`src/rtl/gpio_phase_sequencer_if.sv`:
```
// Request channel of the GPIO phase sequencer: one stimulus word per valid/ready handshake.
interface gpio_phase_sequencer_if #(
  parameter int WIDTH = 32
);
  logic             req_valid;
  logic             req_ready;
  logic [WIDTH-1:0] req_gpio;
  logic [WIDTH-1:0] req_use_ext;
  logic [WIDTH-1:0] req_edge;

  modport master (
    output req_valid,
    output req_gpio,
    output req_use_ext,
    output req_edge,
    input  req_ready
  );

  modport slave (
    input  req_valid,
    input  req_gpio,
    input  req_use_ext,
    input  req_edge,
    output req_ready
  );
endinterface

```
`src/rtl/gpio_phase_sequencer.sv`:
```
// Applies one GPIO stimulus word per request in five timed phases around a generated ext_clk pulse;
// each bit is updated on accept, before the ext_clk rising edge, or before its falling edge.
module gpio_phase_sequencer #(
  parameter int               WIDTH     = 32,
  parameter int               SETUP_CYC = 2,
  parameter int               HIGH_CYC  = 5,
  parameter int               LOW_CYC   = 5,
  parameter logic [WIDTH-1:0] GPIO_RST  = {WIDTH{1'b0}}
) (
  input  logic                   clk,
  input  logic                   rst,
  gpio_phase_sequencer_if.slave  req,
  output logic [WIDTH-1:0]       gpio,
  output logic                   ext_clk,
  output logic                   busy,
  output logic                   done
);

  localparam int MAX_SH  = (SETUP_CYC > HIGH_CYC) ? SETUP_CYC : HIGH_CYC;
  localparam int MAX_CYC = (MAX_SH > LOW_CYC) ? MAX_SH : LOW_CYC;
  localparam int CW      = $clog2(MAX_CYC + 1);

  typedef enum logic [2:0] {
    IDLE    = 3'd0,
    SETUP_A = 3'd1,
    SETUP_B = 3'd2,
    HIGH_A  = 3'd3,
    HIGH_B  = 3'd4,
    LOW     = 3'd5
  } state_t;

  state_t           state_r, state_s;
  logic [CW-1:0]    cnt_r, cnt_s;
  logic [WIDTH-1:0] cap_gpio_r, cap_gpio_s;
  logic [WIDTH-1:0] cap_use_ext_r, cap_use_ext_s;
  logic [WIDTH-1:0] cap_edge_r, cap_edge_s;
  logic [WIDTH-1:0] gpio_r, gpio_s;
  logic             ext_clk_r, ext_clk_s;
  logic             done_r, done_s;
  logic             busy_r, busy_s;

  logic             expire_s;
  logic             ready_s;
  logic             accept_s;
  logic [WIDTH-1:0] rise_mask_s;
  logic [WIDTH-1:0] fall_mask_s;

  // The last LOW cycle also takes a request so the next sequence starts on the done edge.
  assign expire_s    = (cnt_r == CW'(1));
  assign ready_s     = (state_r == IDLE) || ((state_r == LOW) && expire_s);
  assign accept_s    = req.req_valid && ready_s;
  assign rise_mask_s = cap_use_ext_r & cap_edge_r;
  assign fall_mask_s = cap_use_ext_r & ~cap_edge_r;

  assign req.req_ready = ready_s;
  assign gpio          = gpio_r;
  assign ext_clk       = ext_clk_r;
  assign busy          = busy_r;
  assign done          = done_r;

  // Next-state, phase counter and output update logic.
  always_comb begin
    state_s       = state_r;
    cap_gpio_s    = cap_gpio_r;
    cap_use_ext_s = cap_use_ext_r;
    cap_edge_s    = cap_edge_r;
    gpio_s        = gpio_r;
    ext_clk_s     = ext_clk_r;
    done_s        = 1'b0;
    if ((state_r != IDLE) && !expire_s) begin
      cnt_s = cnt_r - CW'(1);
    end else begin
      cnt_s = cnt_r;
    end

    case (state_r)
      IDLE: begin
        state_s = IDLE;
      end
      SETUP_A: begin
        if (expire_s) begin
          gpio_s  = (gpio_r & ~rise_mask_s) | (cap_gpio_r & rise_mask_s);
          cnt_s   = CW'(SETUP_CYC);
          state_s = SETUP_B;
        end else begin
          state_s = SETUP_A;
        end
      end
      SETUP_B: begin
        if (expire_s) begin
          ext_clk_s = 1'b1;
          cnt_s     = CW'(HIGH_CYC);
          state_s   = HIGH_A;
        end else begin
          state_s = SETUP_B;
        end
      end
      HIGH_A: begin
        if (expire_s) begin
          gpio_s  = (gpio_r & ~fall_mask_s) | (cap_gpio_r & fall_mask_s);
          cnt_s   = CW'(HIGH_CYC);
          state_s = HIGH_B;
        end else begin
          state_s = HIGH_A;
        end
      end
      HIGH_B: begin
        if (expire_s) begin
          ext_clk_s = 1'b0;
          cnt_s     = CW'(LOW_CYC);
          state_s   = LOW;
        end else begin
          state_s = HIGH_B;
        end
      end
      LOW: begin
        if (expire_s) begin
          done_s  = 1'b1;
          cnt_s   = {CW{1'b0}};
          state_s = IDLE;
        end else begin
          state_s = LOW;
        end
      end
      default: begin
        cnt_s   = {CW{1'b0}};
        state_s = IDLE;
      end
    endcase

    if (accept_s) begin
      cap_gpio_s    = req.req_gpio;
      cap_use_ext_s = req.req_use_ext;
      cap_edge_s    = req.req_edge;
      gpio_s        = (gpio_r & req.req_use_ext) | (req.req_gpio & ~req.req_use_ext);
      cnt_s         = CW'(SETUP_CYC);
      state_s       = SETUP_A;
    end else begin
      cap_gpio_s    = cap_gpio_s;
    end

    busy_s = (state_s != IDLE);
  end

  // State and registered outputs; reset aborts any sequence in flight.
  always_ff @(posedge clk) begin
    if (rst) begin
      state_r       <= IDLE;
      cnt_r         <= {CW{1'b0}};
      cap_gpio_r    <= {WIDTH{1'b0}};
      cap_use_ext_r <= {WIDTH{1'b0}};
      cap_edge_r    <= {WIDTH{1'b0}};
      gpio_r        <= GPIO_RST;
      ext_clk_r     <= 1'b0;
      done_r        <= 1'b0;
      busy_r        <= 1'b0;
    end else begin
      state_r       <= state_s;
      cnt_r         <= cnt_s;
      cap_gpio_r    <= cap_gpio_s;
      cap_use_ext_r <= cap_use_ext_s;
      cap_edge_r    <= cap_edge_s;
      gpio_r        <= gpio_s;
      ext_clk_r     <= ext_clk_s;
      done_r        <= done_s;
      busy_r        <= busy_s;
    end
  end

endmodule

```
`src/flat_wrapper.sv`:
```
// flat-port wrapper written by rule: the top's interface ports become plain ports
module gpio_phase_sequencer_flat 
#(
  parameter int               WIDTH     = 32,
  parameter int               SETUP_CYC = 2,
  parameter int               HIGH_CYC  = 5,
  parameter int               LOW_CYC   = 5,
  parameter logic [WIDTH-1:0] GPIO_RST  = {WIDTH{1'b0}}
)
  (clk, rst, gpio, ext_clk, busy, done, req_req_valid, req_req_gpio, req_req_use_ext, req_req_edge, req_req_ready);
  gpio_phase_sequencer_if #(.WIDTH(WIDTH)) req_i ();
  input  logic clk;
  input  logic rst;
  output logic [WIDTH-1:0] gpio;
  output logic ext_clk;
  output logic busy;
  output logic done;
  input wire logic [$bits(req_i.req_valid)-1:0] req_req_valid;
  input wire logic [$bits(req_i.req_gpio)-1:0] req_req_gpio;
  input wire logic [$bits(req_i.req_use_ext)-1:0] req_req_use_ext;
  input wire logic [$bits(req_i.req_edge)-1:0] req_req_edge;
  output wire logic [$bits(req_i.req_ready)-1:0] req_req_ready;
  assign req_i.req_valid = req_req_valid;
  assign req_i.req_gpio = req_req_gpio;
  assign req_i.req_use_ext = req_req_use_ext;
  assign req_i.req_edge = req_req_edge;
  assign req_req_ready = req_i.req_ready;
  gpio_phase_sequencer #(.WIDTH(WIDTH), .SETUP_CYC(SETUP_CYC), .HIGH_CYC(HIGH_CYC), .LOW_CYC(LOW_CYC), .GPIO_RST(GPIO_RST)) u_core (.clk(clk), .rst(rst), .req(req_i), .gpio(gpio), .ext_clk(ext_clk), .busy(busy), .done(done));
endmodule
```
`config.mk`:
```
export PLATFORM = sky130hd
export DESIGN_NAME = gpio_phase_sequencer_flat
export DESIGN_NICKNAME = d
export VERILOG_FILES = /design/src/rtl/gpio_phase_sequencer_if.sv /design/src/rtl/gpio_phase_sequencer.sv /design/src/flat_wrapper.sv
export SDC_FILE = /design/constraint.sdc
export NUM_CORES = 1
export LEC_CHECK = 0
export CAP_MARGIN = 20
export CORE_MARGIN = 3
export CORE_UTILIZATION = 55
export CTS_CLUSTER_DIAMETER = 120
export DETAILED_ROUTE_END_ITERATION = 6
export HOLD_SLACK_MARGIN = 0.03
export MAX_ROUTING_LAYER = met4
export PLACE_DENSITY = 0.95
export SYNTH_ARGS = -nofsm -noshare
export SYNTH_HDL_FRONTEND = slang
export SYNTH_SLANG_ARGS = --single-unit
```
`constraint.sdc`:
```
create_clock -name clk -period 2.6 [get_ports clk]
set_input_delay 0.78 -clock clk [delete_from_list [all_inputs] [get_ports clk]]
set_output_delay 0.78 -clock clk [all_outputs]
set_load 0.1 [all_outputs]
```
==> Yosys cells after proc, flatten, opt, wreduce, memory -nomap -nowiden <==
Index checks and enable logic that the tools add are counted.
{ "word_totals": {"reg_bits": 137, "latch_bits": 0, "ramBits": 0, "rom_bits": 0, "in_bits": 99, "out_inout_bits": 36, "elab_cells": 73, "memories": 0} }
{ "classes": {"n_addsub": 1, "multipliers": 0, "n_div": 0, "magnitude_cmp": 0, "eq_ne": 10, "shift": 0, "muxes": 21, "bitwise_logic": 16, "n_reduce_logical": 15} }
{ "ops": {"columns": ["cell", "n"], "rows": [
  ["32-bit AND", 8],
  ["32-bit inverter", 4],
  ["32-bit two-way mux", 3],
  ["32-bit bitwise OR", 3],
  ["32-bit one-hot mux with 2 select lines", 1],
  ["3-bit two-way mux", 7],
  ["3-bit one-hot mux with 5 select lines", 1],
  ["3-bit one-hot mux with 4 select lines", 1],
  ["3-bit nonzero test", 3],
  ["3-bit by 1-bit equality test with 1-bit output (second input constant)", 2],
  ["3-bit by 2-bit equality test with 1-bit output (second input constant)", 2],
  ["3-bit equality test (second input constant)", 2],
  ["3-bit by 1-bit != test with 1-bit output (second input constant)", 2],
  ["3-bit AND reduction", 2],
  ["1-bit two-way mux", 5],
  ["2-bit two-way mux", 2],
  ["2-bit by 1-bit != test with 1-bit output (second input constant)", 2],
  ["2-bit OR reduction", 2],
  ["1-bit logical AND", 3],
  ["3-bit logical NOT", 1],
  ["3-bit OR reduction", 1],
  ["3-bit by 1-bit subtractor with 3-bit output (second input constant)", 1],
  ["1-bit one-hot mux with 2 select lines", 1],
  ["2-bit nonzero test", 1],
  ["other kinds (3)", 3]
]} }

==> Logic depth before layout (Yosys ltp) <==
Gate-level depths: netlist of run 1.
{ "logic_depth": {"word_depth": 8, "ltp_mapped": 10, "mapped_depth_nobuf": 6} }

==> Worst setup path after synthesis of run 1 <==
No wires, ideal clock.
{ "synth_timing": {"kind": "reg2out", "start": "reg u_core.cnt_r[0]", "end": "out req_req_ready", "arrival_ns": 1.624, "required_time_ns": 1.820, "path_slack_ns": 0.196, "stages_incl_launch_ff": 5, "cell_sequence": "dfxtp_1 -> ha_1 -> buf_6 -> and4b_4 -> o21a_1"} }
{ "synth_between": {"elab_chain_len": 3} }
{ "synth_lines": {"columns": ["element", "line", "source"], "rows": [
  ["start: declaration", "gpio_phase_sequencer.sv:33", "logic [CW-1:0] cnt_r, cnt_s;"],
  ["start signal: assignment", "gpio_phase_sequencer.sv:149", "cnt_r <= {CW{1'b0}};"],
  ["start signal: assignment", "gpio_phase_sequencer.sv:159", "cnt_r <= cnt_s;"],
  ["3-bit by 1-bit equality test with 1-bit output", "gpio_phase_sequencer.sv:49", "assign expire_s = (cnt_r == CW'(1));"],
  ["1-bit logical AND", "gpio_phase_sequencer.sv:50", "assign ready_s = (state_r == IDLE) || ((state_r == LOW) && expire_s);"],
  ["1-bit logical OR", "gpio_phase_sequencer.sv:50", null],
  ["end: declaration", "flat_wrapper.sv:22", "output wire logic [$bits(req_i.req_ready)-1:0] req_req_ready;"]
]} }
Every way passes these cells.

==> Final worst setup path of run 1 <==
{ "layout_timing": {"start": "reg u_core.cnt_r[1]", "end": "out req_req_ready"} }
Same word-level chain as after synthesis.

==> results of run 1 <==
-- stage by stage --
stage | util, % | power [uW] | hold WS (ns) | worst slack (ns) | std cells
2_1_floorplan | - | 3110 | 0.433 | 0.196 | 758
5_1_grt | 76.0 | 5920 | 0.481 | 0.0171 | 1017
3_5_place_dp | 70.4 | 3470 | 0.448 | 0.0651 | 984
3_3_place_gp | 70.4 | 3440 | 0.440 | 0.135 | 984
4_1_cts | 75.8 | 5720 | 0.456 | 0.0119 | 1014
6_report | 76.0 | 5710 | 0.452 | 0.0633 | 1017
-- per-layer routing --
metal | share of wire (%) | routed length (um)
met4 | 2.0 | 310
met2 | 51 | 8040
met3 | 5.5 | 873
met5 | 0 | 0
met1 | 42 | 6670
-- cell usage after synthesis, drive strengths merged --
master   number
a211oi        2
a21oi       105
a31o          1
a31oi        27
a41oi        23
and4b         1
and4bb        2
buf          37
clkbuf       22
dfxtp       137
ha            3
inv          38
nand2       196
nand2b        1
nand3        11
nand3b        2
nand4bb       1
nor2          5
nor2b         2
nor3         23
nor4          2
o211a         8
o211ai        1
o21a          4
o21ai        37
o21bai        5
o22ai         1
o311a        24
o31ai         1
or3           2
or4           1
xor2         33
-- power by group --
group | internal [uW] | switching (uW)
clock network | 1370 | 891
registers | 2250 | 100
logic | 407 | 696
total | 4030 | 1690
-- worst max-delay path, cell delays in order, from the launching register on --
cell	delay [ns]
sky130_fd_sc_hd__dfxtp_1	0.31
sky130_fd_sc_hd__inv_1	0.11
sky130_fd_sc_hd__ha_4	0.16
sky130_fd_sc_hd__and4b_4	0.30
sky130_fd_sc_hd__o21a_1	0.18
sky130_fd_sc_hd__buf_12	0.18
-- what timing repair did --
action / in CTS / in global routing
setup buffers: 0 / 3
setup endpoints to repair: 1 / 1
resized for setup: 4 / 0
endpoints found under the hold margin: 0 / 0
-- layout make-up --
type | instances | share of cell area [%]
multi-input cells | 524 | 36.6
flip-flops and latches | 137 | 34.2
repair buffers | 152 | 18.3
clock buffers | 18 | 5.33
well taps | 136 | 2.12
inverters | 38 | 1.78
clock inverters | 12 | 1.58
-- worst max path at each step --
stage	start	end	slack [ns]	cells past startpoint
after floorplan	u_core.cnt_r[0]	req_req_ready	0.20	4
after global placement	req_req_valid	register	0.14	6
after detailed placement	req_req_valid	register	0.07	6
after CTS	u_core.cnt_r[1]	req_req_ready	0.01	5
after global routing	u_core.cnt_r[1]	req_req_ready	0.02	5
final	u_core.cnt_r[1]	req_req_ready	0.06	5
-- cells by family (layout without fill, tap and decap cells) --
kind of cell             Yosys count  after routing
buffers and inverters             97            220
AO/OA/AOI/OAI                    239            239
AND/OR/NAND/NOR                  249            249
adder cells (fa/ha/maj)            3              3
XOR/XNOR                          33             33
flip-flops                       137            137
==> impl.org, run 1 <==
** Status
- Result of the run :: completed

** Final layout
- Reg area :: 2750 um2
- Number of fillers in the final layout :: 742
- Post-route standard cell area excluding fillers :: 8020 um2
- Leading cell types in the layout, fill and taps excluded :: sky130_fd_sc_hd__nand2_1 (196), sky130_fd_sc_hd__dfxtp_1 (134), sky130_fd_sc_hd__a21oi_1 (105)
- Commonest non-fill, non-tap cell in the layout :: sky130_fd_sc_hd__nand2_1
- 0 antenna diodes ended up in the layout.
- Fraction of final layout cells with drive strength greater than 1 :: 11.4%
- Combined area of the multi-input logic cells :: 2940 um2
- Area growth syn-to-layout :: 31.2%
- Number of nets in the finished design :: 972

** Run
- Max-cap violation count :: 0

** Floorplan
- The total area inside the core boundary comes to 10600 um2.
- IO Count :: 135
- Initial cell density of the core :: 57.9%
- Width of the die :: 111 um
- Measured along the y axis, the die boundary spans 111 um.
- The floorplan has 37 rows.
- Die ar. :: 12400 um2

** Setup path
- In this run the critical register-to-register path is launched from u_core.state_r[1].
- In this run the worst path has a maximum fanout of 5.
- Required time at the worst-slack endpoint :: 1.82 ns
- Logic depth of the worst register-to-register path :: 6
- The worst setup path is captured at an output pin.
- Worst EP arrival :: 1.76 ns
- Worst flop-to-flop path endpoint :: u_core.cnt_r[1]
- The worst setup path is of the reg2out kind.
- Kind of start point of the critical path :: register
- The worst register-to-register path has a setup slack of 0.56 ns.

** Detailed routing
- For this block, the initial DRC count from the detailed router was 479.
- In the routed design, unresolved DRC markers number 0.
- Summing over every cut layer, the via total after detailed routing is 5854.
- Residual antenna-violating net count after detailed routing :: 0
- For this run, the detailed router's first-pass iteration total came to 5.
- Via/cell ratio :: 5.76
- Wirelength per Cell :: 15.6 um
- Total wire length after detailed routing :: 15900 um

** Worst hold path
- The worst hold path begins at u_core.cap_gpio_r[7].
- Along the worst hold path, the cell count comes to 2.
- The path class of the tightest hold or removal check is reg2reg.
- Hold endpoint :: u_core.cap_gpio_r[7]

** CTS
- Number of clock buffers inserted by TritonCTS :: 17
- The clock passes through at most 2 buffers.
- CTS Sinks :: 137
- Count of hold-fix buffers inserted at cts :: 0
- The later pin in the worst-skew pair is clocked with a latency of 0.51 ns.
- The clock tree synthesis step divided the H-tree into 4 levels.
- CTS clock-pin slew for the worst setup and hold paths :: 0.06 ns
- Root buffer selected by CTS :: sky130_fd_sc_hd__clkbuf_8
- CTS tree :: done

** GRT
- Number of antenna violations at the first check in global routing :: 0
- Via count of the first global-routing pass :: 5678
- In the global route stage, met2 resource usage came out at 43.7%.
- Entering global routing, the biggest net connects 82 pins.
- For this run, the total global-route usage over all layers was measured as 25.5%.
- Met1 routing resource usage after global routing :: 30.2%
- Global routing consumed, on the met3 layer, 4.84% of the routing resources.
- met2 is the most crowded layer.
- Grt total ovfl :: 0
- The first global-routing pass estimated 25900 um of wire.

** Timing
- The hold violation count in the final report came to 0.
- The worst pin sits at a relative slew slack of 67.3%.
- Upper clock frequency limit :: 0.394 GHz
- Of the available clock period, the critical path in the final layout requires 97.6%.
- Setup tns final :: 0 ns
- Clock period minus final worst setup slack :: 2.54 ns
- For the pin with the worst max-slew slack, the measured transition is 0.490 ns.
- Number of setup violations in the final report :: 0
- Fin Clk Skew :: 0.00934 ns
- Final Slew Violations :: 0
- Unrepaired setup endpoints after global routing :: false

** Logic synthesis
- Dominant cells by area after synthesis :: sky130_fd_sc_hd__dfxtp_1 (45%), sky130_fd_sc_hd__nand2_1 (12%), sky130_fd_sc_hd__a21oi_1 (8.6%)
- Synthesis warning total :: 0
- Number of instances in the synthesized netlist :: 758
- Mux contribution to synthesized area :: 0%
- Area fraction in compound gates after synthesis :: 25.0%
- Cell taking the most area after synthesis :: sky130_fd_sc_hd__dfxtp_1
- Of the total synthesized cell area, the portion taken by full adders, half adders and majority gates is 0.614%.
- Simple-gate portion of the synthesized area :: 17.3%
- Number of synthesized register bits :: 137
- Largest family of logic cells by synthesized area :: compound AO/OA/AOI/OAI gates
- After synthesis the cells add up to 6110 um2.
- When the netlist entered floorplanning its net count stood at 860.
- Sequential cells were found to cover 44.9% of the synthesized design area.
- Synthesis instantiated 43 different standard cells from the library.
- Summing the areas of all xor and xnor instances in the mapped netlist gives 4.73% of the synthesized area.
- Area share of the leading cell type in the synthesized netlist :: 44.9%
- Average size of a mapped cell :: 8.07 um2

** Placement
- Summing all placed instances gives a cell area of 7430 um2.
- Placer Congestion :: 0.831
- IO buf count :: 134
- The HPWL after detailed placement is 10100 um.

** Power and ir drop
- Leakage component of the power :: 0.00318 uW
- The worst-case IR drop observed on VDD is 0.406 mV.
- Power per cell area :: 712 nW/um2
(Power assumes the default switching activity.)
==> run 2: changes to the inputs <==
--- a/config.mk
+++ b/config.mk
@@ -12,7 +12,7 @@
 export DETAILED_ROUTE_END_ITERATION = 6
 export HOLD_SLACK_MARGIN = 0.03
 export MAX_ROUTING_LAYER = met4
-export PLACE_DENSITY = 0.95
+export PLACE_DENSITY = 0.86
 export SYNTH_ARGS = -nofsm -noshare
 export SYNTH_HDL_FRONTEND = slang
 export SYNTH_SLANG_ARGS = --single-unit
==> run 2 against run 1 <==
Cell count barely moved; wire length rose by 3.5%; die area did not move; utilization rose by 0.79 points; register-to-register slack improved by 0.03 ns; non-clock buffer count did not move.
==> impl.org, run 2 (same netlist as run 1, synthesis figures left out) <==
** Power and ir drop
- Power per cell area :: 746 nW/um2 (+4.7%)
- The maximum vdd ir drop is 0.505 mV (+25%).
- Leakage component of the power :: 0.00323 uW (+1.6%)
- The switching power came to 1730 uW (+2.5%).
- The switching share of total power came to 28.6% (-0.92 points).
- The overall power after layout was 6040 uW (+5.7%).
- Fraction of power consumed by combinational cells :: 18.4% (-0.9 points)
- The fraction of power consumed by sequential logic is 38.8% (-2.3 points).
- Proportion of power drawn by the clock network :: 42.8% (+3.2 points)
- Internal power contribution :: 4310 uW (+7.1%)

** CTS
- Number of clock buffers inserted by TritonCTS :: 17 (unchanged)
- CTS clock-pin slew for the worst setup and hold paths :: 0.06 ns (about the same)
- The deepest level of the CTS H-tree came to 4 (unchanged).
- In this run the clock root is driven by a sky130_fd_sc_hd__clkbuf_8.
- The clock latency on the worst-skew pair came to 0.51 ns (about the same).
- Count of hold-fix buffers inserted at cts :: 0 (unchanged)
- TritonCTS built the clock tree.
- Maximum clock path buffer count :: 2 (unchanged)
- CTS Sinks :: 137 (unchanged)

** Setup path
- Worst EP arrival :: 1.76 ns (about the same)
- Logic depth of the worst register-to-register path :: 7 (+1)
- The worst setup path is captured at an output pin.
- Type of the worst setup path :: reg2out
- The most critical setup path has its startpoint at u_core.cnt_r[1].
- The setup slack of the worst register-to-register path is 0.59 ns (+0.03 ns).
- Critical-path top delay cell :: sky130_fd_sc_hd__dfxtp_1
- Largest fanout on the critical path :: 8 (+3)
- STA classifies the critical path startpoint as a register.
- Critical path's largest stage delay :: 0.30 ns (about the same)
- The buffer and inverter count on the worst path was 2 (unchanged).
- The signal on the critical path passes through inv_1 -> ha_4 -> and4b_4 -> o21a_1 -> buf_12.
- Broken down by cell family, the worst path's largest delay share belongs to flip-flops.
- The critical path data required time is 1.82 ns (about the same).
- Source of the worst register-to-register timing path :: u_core.cnt_r[1]

** Floorplan
- The width of the chip was 111 um (unchanged).
- The die height was 111 um (unchanged).
- Initial cell density of the core :: 57.9% (unchanged)
- Die ar. :: 12400 um2 (unchanged)
- Row Count :: 37 (unchanged)
- The core box area is 10600 um2 (unchanged).
- IO Count :: 135 (unchanged)

** GRT
- The number of antenna violations at the first check in global routing is 0 (unchanged).
- Grt total ovfl :: 0 (unchanged)
- Overall fraction of global-route tracks in use :: 26.1% (+0.54 points)
- Via count of the first global-routing pass :: 5700 (+0.39%)
- The global-route wire length before repair is 26300 um (+1.5%).
- Pin count of the biggest net entering global routing :: 76 (-7.3%)

** Detailed routing
- Via/cell ratio :: 5.84 (+1.5%)
- Via count :: 5949 (+1.6%)
- Wirelength per Cell :: 16.2 um (+3.4%)
- The post-detailed-routing wire length came to 16400 um (+3.5%).
- Drt first-iter violations :: 529 (+10%)
- The count of nets left with antenna violations after detail routing came to 0 (unchanged).
- DRC viols :: 0 (unchanged)
- Detailed Routing Iterations Pass 1 :: 7 (+2)

** Worst hold path
- Launch point of the worst hold path :: u_core.cap_gpio_r[10]
- Hold Path Class :: reg2reg
- The number of cells on the worst hold path was 2 (unchanged).
- Hold endpoint :: u_core.cap_gpio_r[10]

** Placement
- Placer Congestion :: 0.812 (-2.3%)
- The number of input and output port buffers inserted came to 134 (unchanged).
- DPL Wire Length :: 10500 um (+3.1%)

** Status
- Result of the run :: completed

** Timing
- Unrepaired setup endpoints after global routing :: false
- Crit share post-route :: 97.9% (+0.29 points)
- Fin Hold WS :: 0.454 ns (+0.00134 ns)
- Fin Clk Skew :: 0.0118 ns (+0.00241 ns)
- Slew HR :: 69.6% (+2.3 points)
- Number of setup violations in the final report :: 0 (unchanged)
- The final period demand of the worst path was 2.54 ns (+0.00750 ns).
- Slew @ Worst Pin :: 0.456 ns (-0.0344 ns)
- The number of max-slew violations in the final report came to 0 (unchanged).
- Final Hold Fails :: 0 (unchanged)
- Upper clock frequency limit :: 0.393 GHz (-0.29%)
- The total negative slack was 0 ns (unchanged).

** Final layout
- Leading cell types in the layout, fill and taps excluded :: sky130_fd_sc_hd__nand2_1 (196), sky130_fd_sc_hd__dfxtp_1 (134), sky130_fd_sc_hd__a21oi_1 (105)
- Area growth syn-to-layout :: 32.6%
- The total number of nets in the final design was 972 (unchanged).
- Fraction of final layout cells with drive strength greater than 1 :: 11.3% (-0.013 points)
- The number of inserted diodes was 0 (unchanged).
- Leaving out fill and tap cells, the most frequent cell in the layout is sky130_fd_sc_hd__nand2_1.

** Run
- Max-cap violation count :: 0 (unchanged)
-- run 2: cell types whose count changed in the layout (fill, tap and decap cells not counted), moves of 2 or more --
cell | previous run | this run
sky130_fd_sc_hd__clkinvlp_4 | 5 | 0
sky130_fd_sc_hd__inv_6 | 1 | 5
sky130_fd_sc_hd__bufinv_16 | 2 | 5
sky130_fd_sc_hd__clkinv_2 | 4 | 2
-- run 2: worst max path at each step --
| stage | depth (start not counted) | slack (ns) | to |
|---|---|---|---|
| 3_3_place_gp | 6 | 0.19 | register |
| 2_1_floorplan | 4 | 0.20 | req_req_ready |
| 6_report | 5 | 0.06 | req_req_ready |
| 3_5_place_dp | 6 | 0.14 | register |
| 5_1_grt | 5 | 0.002 | req_req_ready |
| 4_1_cts | 3 | 0.0007 | req_req_ready |
-- run 2: area by class of cell --
type,instances,area [um2]
inverters,38,143
fillers,693,2450
flip-flops and latches,137,2750
well taps,136,170
clock buffers,18,418
repair buffers,152,1470
multi-input cells,524,2940
clock inverters,13,213
-- run 2: metrics by stage --
stage	instances	cell area [um2]	utilization, %	setup WS, ns
floorplan	758	6110	-	0.196
global placement	984	7430	70.4	0.193
detailed placement	984	7430	70.4	0.140
CTS	1015	8080	76.5	0.000736
global route	1018	8110	76.8	0.00199
finish	1018	8110	76.8	0.0558
-- run 2: power by group through the flow --
stage          Sequential (uW)  Clock [uW]  Combinational, uW
3_3_place_gp              2380           0               1060
4_1_cts                   2340        2600               1100
3_5_place_dp              2390           0               1090
2_1_floorplan             2650           0                463
6_report                  2340        2590               1110
5_1_grt                   2360        2710               1190
-- run 2: per-layer routing --
layer	part of all wire [%]	wire, um	vias to the layer above	global-route usage [%]
li1	-	-	2878	-
met1	42	6860	2791	31.3
met2	50	8210	243	42.7
met3	6.2	1020	37	6.20
met4	2.2	357	0	9.98
met5	0	0	-	-
-- run 2: what timing repair did --
item,CTS,global route
gates resized for setup,4,2
endpoints found under the setup margin,1,1
pin swaps,0,0
buffers inserted,0,3
-- run 2: worst register-to-register path: cells and delay by family (launching register included) --
family | cells | cell delay, ns
AOI/OAI and AO/OA | 1 | 0.17
adders and majority gates | 1 | 0.19
buffers and inverters | 2 | 0.40
DFF | 1 | 0.30
and+or+nand+nor | 3 | 0.90
==> run 3: changes to the inputs <==
--- a/config.mk
+++ b/config.mk
@@ -5,9 +5,10 @@
 export SDC_FILE = /design/constraint.sdc
 export NUM_CORES = 1
 export LEC_CHECK = 0
+export ABC_AREA = 1
 export CAP_MARGIN = 20
 export CORE_MARGIN = 3
-export CORE_UTILIZATION = 55
+export CORE_UTILIZATION = 57
 export CTS_CLUSTER_DIAMETER = 120
 export DETAILED_ROUTE_END_ITERATION = 6
 export HOLD_SLACK_MARGIN = 0.03
==> run 3 against run 2 <==
Wire length is 26% higher; worst setup slack improved by 0.043 ns; synthesized area rose by 22%; critical endpoint unchanged; highest routed layer unchanged.
==> impl.org, run 3 <==
** Final layout
- Leaving out fill and tap cells, the most frequent cell in the layout is sky130_fd_sc_hd__nand2_1.
- Count of antenna diodes in the layout :: 0 (unchanged)
- Area growth syn-to-layout :: 26.9%
- The share of post-route cells with drive strength above 1 came to 7.44% (-3.9 points).
- Leading cell types in the layout, fill and taps excluded :: sky130_fd_sc_hd__nand2_1 (374), sky130_fd_sc_hd__nor2_1 (193), sky130_fd_sc_hd__nand3_1 (163)
- Number of nets in the finished design :: 1447 (+49%)

** Power and ir drop
- Leakage component of the power :: 0.00440 uW (+36%)
- The cell area power density came to 639 nW/um2 (-14%).
- The maximum vdd ir drop is 0.524 mV (+3.6%).

** Floorplan
- Width of the die :: 120 um (+7.9%)
- The number of top-level design ports came to 135 (unchanged).
- Height of the chip :: 120 um (+7.9%)
- Row Count :: 41 (+11%)
- Die ar. :: 14500 um2 (+16%)
- Area of the core region :: 12700 um2 (+20%)
- The initial standard-cell utilization of the core is 58.7% (+0.80 points).

** Detailed routing
- Via/cell ratio :: 5.34 (-8.7%)
- Detailed Routing Iterations Pass 1 :: 5 (-2)
- The number of DRC markers after the initial detailed-route iteration was 727 (+37%).
- Residual antenna-violating net count after detailed routing :: 0 (unchanged)
- The average detailed-routed wire length per instance was 13.6 um (-16%).
- DRC viols :: 0 (unchanged)
- Via count :: 8164 (+37%)
- The post-detailed-routing wire length was 20700 um (+26%).

** Logic synthesis
- The number of warning messages in the yosys log is 0 (unchanged).
- The commonest cells after synthesis are sky130_fd_sc_hd__nand2_1 (374), sky130_fd_sc_hd__nor2_1 (194), sky130_fd_sc_hd__nand3_1 (163).
- Synthesized netlist net count :: 1340 (+56%)
- Dominant cells by area after synthesis :: sky130_fd_sc_hd__dfxtp_1 (37%), sky130_fd_sc_hd__nand2_1 (19%), sky130_fd_sc_hd__nand3_1 (11%)
- The portion of synthesized cell area occupied by the leading cell type came to 36.9% (-8.0 points).
- Synth Flop Type :: sky130_fd_sc_hd__dfxtp_1
- The number of different library cells in the post-synthesis netlist was 25 (-42%).
- The average footprint of a synthesized cell was 6.01 um2 (-25%).
- Share of synthesized area occupied by flip-flops and latches :: 36.9% (-8.0 points)
- Number of synthesized register bits :: 137 (unchanged)
- Most instantiated library cell after synthesis :: sky130_fd_sc_hd__nand2_1
- Netlist Area Pre-Place :: 7440 um2 (+22%)
- The post-synthesis cell count was 1238 (+63%).
- The number of synthesized flops with an enable pin is 0 (unchanged).
- The async set-or-reset flop fraction in the synthesized netlist is 0% (unchanged).
- The largest total area in the synthesized netlist belongs to sky130_fd_sc_hd__dfxtp_1.

** CTS
- The CTS buffer count came to 17 (unchanged).
- Post-cts sizing count :: 0 (-4)
- Count of hold-fix buffers inserted at cts :: 0 (unchanged)
- CTS tree :: done
- CTS Sinks :: 137 (unchanged)
- The deepest level of the CTS H-tree is 4 (unchanged).
- The deepest clock path buffer count came to 2 (unchanged).
- Clock tree synthesis selected as its root buffer the cell sky130_fd_sc_hd__clkbuf_16.
- Setup Buffers After CTS :: 0 (unchanged)
- The clock latency on the worst-skew pair came to 0.43 ns (-0.08 ns).
- The post-CTS clock slew at the launch and capture registers of the worst setup and hold paths is 0.06 ns (about the same).

** Setup path
- CP cell instances :: inv_1 -> ha_1 -> nand2_2 -> o21ai_4 -> buf_12
- For this design, the slowest cell found on the critical path is sky130_fd_sc_hd__o21ai_4.
- Register-to-register path setup slack :: 0.43 ns (-0.16 ns)
- STA classifies the critical path endpoint as an output pin.
- The worst setup path is launched from a register.
- Required time at the worst-slack endpoint :: 1.82 ns (about the same)
- The maximum fanout encountered on the critical timing path is 10 (+2).
- The stage delay of the slowest cell on the critical path is 0.35 ns (+0.05 ns).
- Source of the worst register-to-register timing path :: u_core.cnt_r[1]
- The logic depth of the worst register-to-register path was 10 (+3).
- Type of the worst setup path :: reg2out
- The critical path arrival is 1.72 ns (-0.04 ns).

** Timing
- Crit share post-route :: 96.2% (-1.7 points)
- Slew HR :: 60.6% (-9.0 points)
- Minimum setup slack in the final design :: 0.0992 ns (+0.0433 ns)
- The number of max-slew violations in the final report was 0 (unchanged).
- The total negative slack was 0 ns (unchanged).
- The final period demand of the worst path is 2.50 ns (-0.0433 ns).
- Fin Clk Skew :: 0.00748 ns (-0.00427 ns)
- The highest attainable clock frequency came to 0.400 GHz (+1.7%).
- Unrepaired setup endpoints after global routing :: false
- The number of failing setup endpoints in the final timing report was 0 (unchanged).
- The pin slew with the least headroom to its limit is 0.590 ns (+0.134 ns).
- The hold violation count in the final report was 0 (unchanged).

** Worst hold path
- The startpoint identified for the worst hold timing path is u_core.cap_gpio_r[14].
- The worst hold path belongs to the class reg2reg.
- The path with the worst hold slack has its endpoint at u_core.cap_gpio_r[14].
- The number of cells on the worst hold path came to 2 (unchanged).

** GRT
- The via count of the first global-routing pass was 7569 (+33%).
- Wire length of the first global-routing pass :: 34300 um (+30%)
- Overall fraction of global-route tracks in use :: 29.8% (+3.7 points)
- Grt total ovfl :: 0 (unchanged)
- The largest net degree at the start of global routing is 69 (-9.2%).
- Number of antenna violations at the first check in global routing :: 0 (unchanged)

** Placement
- The routability congestion estimate from global placement was 0.861 (+6.0%).
- IO buf count :: 134 (unchanged)
- The final HPWL from detailed placement came to 13300 um (+27%).
- The worst slack after detailed placement is 0.496 ns (+0.356 ns).

** Status
- The flow ran to the end, and the final reports show no timing, DRC or antenna violations.

** Run
- The count of max-cap constraint violations came to 0 (unchanged).
## run 3: changes by cell type in the layout (fill, tap and decap cells not counted), sizes merged, moves of 33 or more
cell / before / now
nor2: 5 / 195
a21oi: 105 / 42
xor2: 33 / 0
nand2: 196 / 376
nand3: 11 / 163
inv: 43 / 143
## run 3: kinds of logic after synthesis
| family | share of synthesized area [%] |
|---|---|
| simple gates | 41.0 |
| buf+inv | 11.7 |
| compound gates | 9.97 |
| flops | 36.9 |
| fa+ha+maj | 0.505 |
## run 3: through the flow
stage	cell area [um2]	std cells	hold slack, ns	power [uW]	util [%]
4_1_cts	9440	1530	0.481	6040	74.5
6_report	9440	1530	0.481	6040	74.5
3_3_place_gp	8840	1498	0.461	3570	69.8
2_1_floorplan	7440	1238	0.457	3200	-
3_5_place_dp	8840	1498	0.472	3590	69.8
5_1_grt	9440	1530	0.502	6270	74.5
## run 3: metal layers
metal | track usage [%] | up-vias | wire length, um
li1 | - | 4105 | -
met1 | 36.5 | 3635 | 8750
met3 | 6.59 | 51 | 1680
met2 | 48.4 | 373 | 9830
met4 | 11.3 | 0 | 475
met5 | - | - | 0
## run 3: report_power, final
group	leakage, uW	internal (uW)	switching, uW	total [uW]
logic	0.00297	398	793	1190
clock network	0.000299	1560	912	2470
registers	0.00113	2250	121	2380
## run 3: critical path: cells and delay by family (launching register included)
family                   cells  cell delay, ns
buffers and inverters        2            0.29
adder cells (fa/ha/maj)      1            0.18
AND/OR/NAND/NOR              1            0.16
AO/OA/AOI/OAI                1            0.35
flip-flops                   1            0.30
## run 3: cell type report
| type | count | area, um2 |
|---|---|---|
| Multi-Input combinational cell | 889 | 3840 |
| Fill cell | 1014 | 3230 |
| Sequential cell | 137 | 2740 |
| Timing Repair Buffer | 157 | 1500 |
| Inverter | 143 | 537 |
| Clock buffer | 25 | 515 |
| Tap cell | 172 | 215 |
| Clock inverter | 7 | 87.6 |
## run 3: worst max-delay path by stage
stage,from,depth (start not counted),endpoint
floorplan,u_core.cnt_r[1],6,req_req_ready
detailed placement,u_core.cnt_r[1],10,register
CTS,u_core.cnt_r[1],5,req_req_ready
global route,u_core.cnt_r[1],5,req_req_ready
global placement,u_core.cnt_r[1],10,register
finish,u_core.cnt_r[1],5,req_req_ready
